$ cat src/rtl/uart_pkg.sv
// Shared UART definitions: receiver/transmitter state encodings, baud constants
// and the baud_select to clocks-per-bit mapping.
package uart_pkg;

   typedef enum logic [2:0] {
      ST_IDLE    = 3'd0,
      ST_START   = 3'd1,
      ST_DATA    = 3'd2,
      ST_STOP    = 3'd3,
      ST_CLEANUP = 3'd4
   } uart_state_e;

   localparam int unsigned CLKS_PER_BIT_9600  = 1042;
   localparam int unsigned CLKS_PER_BIT_19200 = 521;
   localparam int unsigned CLKS_PER_BIT_38400 = 261;
   localparam int unsigned CLKS_PER_BIT_57600 = 174;

   localparam int unsigned CNT_W = 11;

   function automatic logic [CNT_W-1:0] clks_per_bit(input logic [1:0] baud_select);
      logic [CNT_W-1:0] c;
      case (baud_select)
         2'b00:   c = CNT_W'(CLKS_PER_BIT_9600);
         2'b01:   c = CNT_W'(CLKS_PER_BIT_19200);
         2'b10:   c = CNT_W'(CLKS_PER_BIT_38400);
         default: c = CNT_W'(CLKS_PER_BIT_57600);
      endcase
      return c;
   endfunction

endpackage

$ cat src/rtl/uart_rx_sync.sv
// Two-flop synchronizer for the asynchronous serial line; resets to the idle
// (high) level so no false start bit is seen coming out of reset.
module uart_rx_sync (
   input  logic i_Clock,
   input  logic i_Rst_n,
   input  logic i_Async,
   output logic o_Sync
);

   logic meta_q;
   logic sync_q;

   always_ff @(posedge i_Clock or negedge i_Rst_n) begin
      if (!i_Rst_n) begin
         meta_q <= 1'b1;
         sync_q <= 1'b1;
      end else begin
         meta_q <= i_Async;
         sync_q <= meta_q;
      end
   end

   assign o_Sync = sync_q;

endmodule

$ cat src/rtl/uart_rx_baudsel.sv
// 8N1 UART receiver with per-frame baud selection; start bit validated and data
// sampled at mid-bit, stop bit checked for framing.
module uart_rx_baudsel
   import uart_pkg::*;
(
   input  logic       i_Clock,
   input  logic       i_Rst_n,
   input  logic       i_Rx_Serial,
   input  logic [1:0] baud_select,
   output logic       o_Rx_DV,
   output logic [7:0] o_Rx_Byte,
   output logic       o_Rx_Frame_Err,
   output logic       o_Rx_Active
);

   logic             rx_s;
   uart_state_e      state_q, state_d;
   logic [CNT_W-1:0] cpb_q, cpb_d;
   logic [CNT_W-1:0] count_q, count_d;
   logic [2:0]       bit_idx_q, bit_idx_d;
   logic [7:0]       shift_q, shift_d;
   logic [7:0]       byte_q, byte_d;
   logic             dv_q, dv_d;
   logic             fe_q, fe_d;
   logic             active_q, active_d;
   logic [CNT_W-1:0] half_m1;
   logic [CNT_W-1:0] full_m1;

   uart_rx_sync u_sync (
      .i_Clock (i_Clock),
      .i_Rst_n (i_Rst_n),
      .i_Async (i_Rx_Serial),
      .o_Sync  (rx_s)
   );

   // Bit period is frozen for the whole frame once the start edge is seen.
   assign half_m1 = {1'b0, cpb_q[CNT_W-1:1]} - CNT_W'(1);
   assign full_m1 = cpb_q - CNT_W'(1);

   always_ff @(posedge i_Clock or negedge i_Rst_n) begin
      if (!i_Rst_n) begin
         state_q   <= ST_IDLE;
         cpb_q     <= '0;
         count_q   <= '0;
         bit_idx_q <= '0;
         shift_q   <= '0;
         byte_q    <= '0;
         dv_q      <= 1'b0;
         fe_q      <= 1'b0;
         active_q  <= 1'b0;
      end else begin
         state_q   <= state_d;
         cpb_q     <= cpb_d;
         count_q   <= count_d;
         bit_idx_q <= bit_idx_d;
         shift_q   <= shift_d;
         byte_q    <= byte_d;
         dv_q      <= dv_d;
         fe_q      <= fe_d;
         active_q  <= active_d;
      end
   end

   always_comb begin
      state_d = state_q;
      case (state_q)
         ST_IDLE:    if (!rx_s) state_d = ST_START;
         ST_START:   if (count_q == half_m1) state_d = rx_s ? ST_IDLE : ST_DATA;
         ST_DATA:    if (count_q == full_m1 && bit_idx_q == 3'd7) state_d = ST_STOP;
         ST_STOP:    if (count_q == full_m1) state_d = ST_CLEANUP;
         ST_CLEANUP: state_d = ST_IDLE;
         default:    state_d = ST_IDLE;
      endcase
   end

   always_comb begin
      cpb_d     = cpb_q;
      count_d   = count_q;
      bit_idx_d = bit_idx_q;
      shift_d   = shift_q;
      byte_d    = byte_q;
      dv_d      = 1'b0;
      fe_d      = 1'b0;
      active_d  = active_q;
      case (state_q)
         ST_IDLE: begin
            count_d   = '0;
            bit_idx_d = '0;
            if (!rx_s) begin
               active_d = 1'b1;
               cpb_d    = clks_per_bit(baud_select);
            end
         end
         ST_START: begin
            if (count_q == half_m1) begin
               count_d = '0;
               if (rx_s) active_d = 1'b0;
            end else begin
               count_d = count_q + CNT_W'(1);
            end
         end
         ST_DATA: begin
            if (count_q == full_m1) begin
               count_d            = '0;
               shift_d[bit_idx_q] = rx_s;
               bit_idx_d          = (bit_idx_q == 3'd7) ? 3'd0 : bit_idx_q + 3'd1;
            end else begin
               count_d = count_q + CNT_W'(1);
            end
         end
         ST_STOP: begin
            if (count_q == full_m1) begin
               count_d = '0;
               if (rx_s) begin
                  byte_d = shift_q;
                  dv_d   = 1'b1;
               end else begin
                  fe_d = 1'b1;
               end
            end else begin
               count_d = count_q + CNT_W'(1);
            end
         end
         ST_CLEANUP: begin
            count_d  = '0;
            active_d = 1'b0;
         end
         default: begin
            count_d   = '0;
            bit_idx_d = '0;
            active_d  = 1'b0;
         end
      endcase
   end

   assign o_Rx_DV        = dv_q;
   assign o_Rx_Byte      = byte_q;
   assign o_Rx_Frame_Err = fe_q;
   assign o_Rx_Active    = active_q;

endmodule

$ cat config.mk
export PLATFORM = sky130hd
export DESIGN_NAME = uart_rx_baudsel
export DESIGN_NICKNAME = d
export VERILOG_FILES = /design/src/rtl/uart_pkg.sv /design/src/rtl/uart_rx_sync.sv /design/src/rtl/uart_rx_baudsel.sv
export SDC_FILE = /design/constraint.sdc
export NUM_CORES = 1
export LEC_CHECK = 0
export ABC_CLOCK_PERIOD_IN_PS = 7850
export CAP_MARGIN = 20
export CORE_ASPECT_RATIO = 0.8
export CORE_MARGIN = 5
export CORE_UTILIZATION = 55
export DETAILED_ROUTE_END_ITERATION = 7
export PLACE_DENSITY = 0.74
export SLEW_MARGIN = 20
export SYNTH_ARGS = -nofsm -noshare
export SYNTH_HDL_FRONTEND = slang
export SYNTH_HIERARCHICAL = 1
export SYNTH_SLANG_ARGS = --single-unit
$ cat constraint.sdc
create_clock -name i_Clock -period 7.85 [get_ports i_Clock]
set_clock_uncertainty 0.15 [all_clocks]
set_input_delay 0.785 -clock i_Clock [delete_from_list [all_inputs] [get_ports i_Clock]]
set_output_delay 0.785 -clock i_Clock [all_outputs]
set_load 0.1 [all_outputs]
; ---- Word-level counts from Yosys, hierarchy flattened
; Index checks and enable logic that the tools add are counted.
[op_classes]
n_addsub = 4
magnitude_cmp = 2
eq_ne = 15
mux = 26
bitwise_logic = 3
reduce_logical = 12
[ops]
columns = operator, count
row1 = $pmux W11 S3, 1
row2 = $eq A11 B11 Y1, 2
row3 = $mux W11, 2
row4 = $pmux W11 S2, 1
row5 = $mux W3, 6
row6 = $pmux W3 S4, 1
row7 = $add A11 B1 Y11 const B, 1
row8 = $sub A10 B1 Y11 const B, 1
row9 = $sub A11 B1 Y11 const B, 1
row10 = $mux W1, 10
row11 = $ne A2 B2 Y1 const B, 5
row12 = $bwmux W8, 1
row13 = $reduce_and A4 Y1, 2
row14 = $eq A3 B2 Y1 const B, 2
row15 = $eq A3 B3 Y1 const B, 2
row16 = $pmux W3 S2, 1
row17 = $reduce_and A2 Y1, 3
row18 = $lt A3 B4 Y1 const B, 1
row19 = $add A3 B1 Y3 const B, 1
row20 = $demux W1 S3, 1
row21 = $eq A3 B1 Y1 const B, 1
row22 = $ge A3 B1 Y1 const B, 1
row23 = $logic_not A3 Y1, 1
row24 = $not A1 Y1, 3
row25 = other kinds (10), 11
[word_totals]
ff_bits = 49
out_inout_bits = 11

; ---- Logic depth before layout (Yosys ltp)
[depth]
word_depth = 5
ltp_mapped = 9

; ---- By module
; The synthesis kept the hierarchy.
[by_module_without_submodules]
columns = module, n_inst, cells_per_inst, area_each_um2, seq_area_each_um2
row1 = uart_rx_baudsel, 1, 270, 2743.9, 1101.1
row2 = uart_rx_sync, 1, 2, 52.6, 52.6

; ---- Worst setup path after synthesis
; Ideal clock, no wire load.
[synth_timing]
kind = flip-flop to flip-flop
startpoint = register cpb_q[2]
endpoint = register shift_q[3]
setup_ns = 0.128
arrival_ns = 2.427
required_time_ns = 7.572
setup_slack_ns = 5.146
path_stages_with_launch = 10
n_path_buf = 1
cell_sequence = dfrtp_1 -> inv_1 -> ha_1 -> nor4b_4 -> or3_1 -> a32oi_2 -> o2111ai_4 -> buf_6 -> nor4_4 -> mux2_1
[synth_via]
elab_chain_len = 3
[synth_rtl]
columns = element, line_no
row1 = start: declaration, uart_rx_baudsel.sv:18  ; logic [CNT_W-1:0] cpb_q, cpb_d;
row2 = start signal: assignment, uart_rx_baudsel.sv:53  ; cpb_q <= cpb_d;
row3 = $sub A11 B1 Y11, uart_rx_baudsel.sv:38  ; assign full_m1 = cpb_q - CNT_W'(1);
row4 = $eq A11 B11 Y1, uart_rx_baudsel.sv:103  ; if (count_q == full_m1) begin
row5 = $reduce_and A2 Y1 (no line), -
row6 = end signal: assignment, uart_rx_baudsel.sv:56  ; shift_q <= shift_d;
row7 = end: declaration, uart_rx_baudsel.sv:21  ; logic [7:0] shift_q, shift_d;
; No other way between the ends.
; A chain may end at the register's enable or synchronous reset.

; ---- Worst setup path in the final report
[layout_timing]
startpoint = register cpb_q[2]
endpoint = register count_q[5]
[layout_via]
elab_chain_len = 4
[layout_rtl]
columns = element, line_no
row1 = $sub A11 B1 Y11 / $sub A10 B1 Y11 (equally long branches), "uart_rx_baudsel.sv:38, uart_rx_baudsel.sv:37"
row2 = "$eq A11 B11 Y1, on equally long branches", "uart_rx_baudsel.sv:103, uart_rx_baudsel.sv:112, uart_rx_baudsel.sv:95"
row3 = "$mux W11, on equally long branches", "uart_rx_baudsel.sv:103, uart_rx_baudsel.sv:112, uart_rx_baudsel.sv:95"
row4 = $pmux W11 S2 *, uart_rx_baudsel.sv:85  ; case (state_q)
row5 = net count_d[5], uart_rx_baudsel.sv:19  ; logic [CNT_W-1:0] count_q, count_d;
row6 = end signal: assignment, uart_rx_baudsel.sv:54  ; count_q <= count_d;
row7 = end: declaration, uart_rx_baudsel.sv:19
; Mark *: on every way through the listed nets, which the timed path passes. The rest lies on a longest branch.

==> impl_metrics.csv <==
group,metric,value,unit
run_status,status,"finished, final reports clean",
final_layout,design_area,0.00306,mm^2
worst_setup_path,r2r_end,"count_q[5]",
power,ir_worst_vdd,0.193,mV
synth,ys_ff_latch,46,
sta,timing.fmax,312,MHz
sta,slew_viol_final,0,
sta,slew_headroom,35.3,%
routing,wl_met3,352,um
global_routing,grt-ovfl-total,0,
sta,finalHoldViolations,0,
floorplan,rows,23,
global_routing,antenna_found_initial,0,
floorplan,fp.dieH,73.8,um
synth,syn_area_per_cell,10.3,um^2
worst_setup_path,cp_slowest_cell,"a211oi_2",
clock_network,postCtsSetupBuffers,0,
worst_setup_path,worstSetupEndpointType,"flip-flop",
global_routing,grt_max_degree,47,
clock_network,clk_latency,0.29,ns
placed_design,io_buffers,15,
sta,post-route-min-period,3.20,ns
routing,highest_layer,"met4",
final_layout,mostFrequentLayoutCell,"dfrtp_1",
worst_setup_path,worstPathArrival,3.21,ns
synth,synth_flop_cell,"dfrtp_1",
routing,detail-route-antenna-nets,0,
routing,drc,0,
sta,worst_pin_slew,0.968,ns
clock_network,ctsHoldBuffers,0,
min_path,min_from,"u_sync/meta_q",
worst_setup_path,startpoint_type,"flip-flop",
routing,wl_per_cell,16.4,um
worst_setup_path,crit_required,7.85,ns
final_layout,diodes,0,
final_layout,num-nets-final,290,
worst_setup_path,worstPathMaxFanout,16,
sta,finalWorstSetupSlack,4.65,ns
synth,netlist_instances,272,
worst_setup_path,crit_path_max_incr_delay,0.75,ns
final_layout,area_delta_synth_final,9.49,%
worst_setup_path,rr_startpoint,"cpb_q[2]",
routing,vias,1977,
final_layout,drive_gt1_share,16.6,%
clock_network,path_clk_slew,0.09,ns
clock_network,cts_resized,0,
synth,synth_cell_type_count,57,
floorplan,die_w,89.7,um
global_routing,grt_usage,17.9,%
worst_setup_path,crit_chain,"inv_1, ha_1, nor4b_4, or3_1, a32oi_2, o2111ai_4, a211oi_2, nor2_1",
sta,rsz0062_at_grt,"no",
clock_network,cts_max_level,2,
clock_network,cts_tree,"built",
final_layout,most-common-layout-cells,"dfrtp_1, nor2_1, mux2_2",
synth,syn_nets,286,
power,powerDensity,330,mW/mm^2
run,max_cap_viol_count,0,
floorplan,dieArea,0.00662,mm^2
global_routing,grt_pass1_vias,1869,
synth,yosysWarnings,6,
power,leakagePower,0.00133,uW
worst_setup_path,timing.critical_path.buf_inv,1,
clock_network,cts_buffer_depth,2,
floorplan,core_area,0.00498,mm^2
floorplan,initial_core_util,56.2,%
routing,drt-vias-per-instance,5.83,
worst_setup_path,worstRegToRegCells,8,
sta,tns,0,ns
placed_design,pre_cts_slack,4.64,ns
placed_design,dp_hpwl,4070,um
routing,drtIter0Drc,152,
sta,period_share,40.8,%
routing,drt_first_pass_iters,5,
worst_setup_path,cp_top_family,"compound AO/OA/AOI/OAI gates",
synth,async_reset_ff_share,100,%
routing,wl_met1,2900,um
synth,synth_edf_count,0,
placed_design,place.gp.congestion,0.898,
final_layout,finalCoreUtilization,61.5,%
routing,met2WireLength,2310,um
floorplan,ios,16,
worst_setup_path,crit_type,"reg -> reg",
worst_setup_path,crit_start,"cpb_q[2]",
min_path,hold_class,"reg -> reg",
sta,setup_viol,0,
routing,drt-total-wl,5570,um
clock_network,numCtsBuffers,5,
clock_network,root_buffer,"clkbuf_8",
worst_setup_path,worst-r2r-setup-slack,4.65,ns
synth,syn_area,0.00280,mm^2
placed_design,placed_area,0.00295,mm^2
global_routing,grt_pass1_wl,9560,um
synth,synth-seq-area-share,41.3,%
clock_network,clock-sinks,46,
min_path,min_to,"u_sync/o_Sync",
min_path,whs_path_depth,0,
-- synthesized netlist by cell type, types with 2 or more instances --
cell	count	area share, %
mux2_2	19	7.7
nor3b_1	2	0.54
nand2b_1	5	1.1
mux2_1	2	0.81
dfstp_2	2	1.9
nor2_1	24	3.2
and3_1	3	0.67
nor4b_1	3	0.94
nor4b_4	3	2.6
nand2_1	16	2.1
o21bai_1	2	0.54
a211o_1	2	0.63
inv_1	10	1.3
dfrtp_1	44	39
or3_1	2	0.45
nor3_1	5	0.89
nor4_1	6	1.3
a31oi_1	2	0.45
clkbuf_1	14	1.9
buf_6	2	0.81
xor2_1	10	3.1
nand4_1	3	0.67
mux2i_1	2	0.72
a21oi_1	3	0.54
o21ai_0	12	2.1
a211oi_1	2	0.54
nor2b_1	6	1.3
nand3_1	17	3.0
xnor2_1	12	3.8
ha_1	9	4.0
or3b_2	2	0.63
-- kinds of logic (layout without fill, tap and decap cells) --
logic type / count (synthesis) / count (layout) / share of synthesized area, %
adders and majority gates: 9 / 9 / 4.03
and+or+nand+nor: 105 / 105 / 23.1
xor gates and xnor gates: 23 / 23 / 7.70
muxes: 23 / 23 / 9.17
DFF: 46 / 46 / 41.3
buffers and inverters: 29 / 34 / 4.61
AOI/OAI and AO/OA: 37 / 37 / 10.2
-- routing by layer --
metal / vias to the layer above / track usage [%]
met2: 48 / 23.9
met4: 0 / 4.03
met3: 2 / 4.81
li1: 974 / -
met1: 953 / 28.3
met5: - / 0
-- stage by stage --
step | instances | hold slack, ns | total power (uW)
4_1_cts | 339 | 0.203 | 1010
2_1_floorplan | 272 | 0.195 | 742
3_5_place_dp | 331 | 0.197 | 827
6_report | 339 | 0.204 | 1010
3_3_place_gp | 331 | 0.196 | 817
5_1_grt | 339 | 0.214 | 1080
-- layout make-up --
class                           count  area [um^2]
Multi-Input combinational cell    197         1530
Clock buffer                        5         68.8
Timing Repair Buffer               16          155
Fill cell                         424         1920
Sequential cell                    46         1150
Clock inverter                      3         43.8
Inverter                           10         37.5
Tap cell                           62         77.6
-- report_power, final --
part           switching (uW)  leakage [uW]  internal, uW  total, uW
logic                     241      0.000668           193        434
registers                 110      0.000599           286        396
clock network            83.7     0.0000585          95.5        179
-- registers in the layout, indices dropped and copies added (netlist names) --
register / cells
count_q: 11
shift_q: 8
u_sync/o_Sync: 1
o_Rx_Byte: 8
o_Rx_Frame_Err: 1
state_q: 3
bit_idx_q: 3
o_Rx_Active: 1
o_Rx_DV: 1
cpb_q: 8
u_sync/meta_q: 1
-- how the worst max path moves through the flow --
stage | slack, ns | cells after the start | end
after floorplan | 5.15 | 9 | shift_q[3]
after detailed placement | 4.64 | 8 | count_q[8]
after global routing | 4.42 | 8 | count_q[8]
after CTS | 4.64 | 8 | count_q[8]
after global placement | 4.37 | 8 | count_q[10]
final | 4.65 | 8 | count_q[5]
-- worst register-to-register path, cell delays in order, from the launching register on --
cell       delay, ns
dfrtp_1         0.52
inv_1           0.11
ha_1            0.25
nor4b_4         0.17
or3_1           0.34
a32oi_2         0.31
o2111ai_4       0.34
a211oi_2        0.75
nor2_1          0.12
No activity file was read; power rests on OpenSTA's default activity.
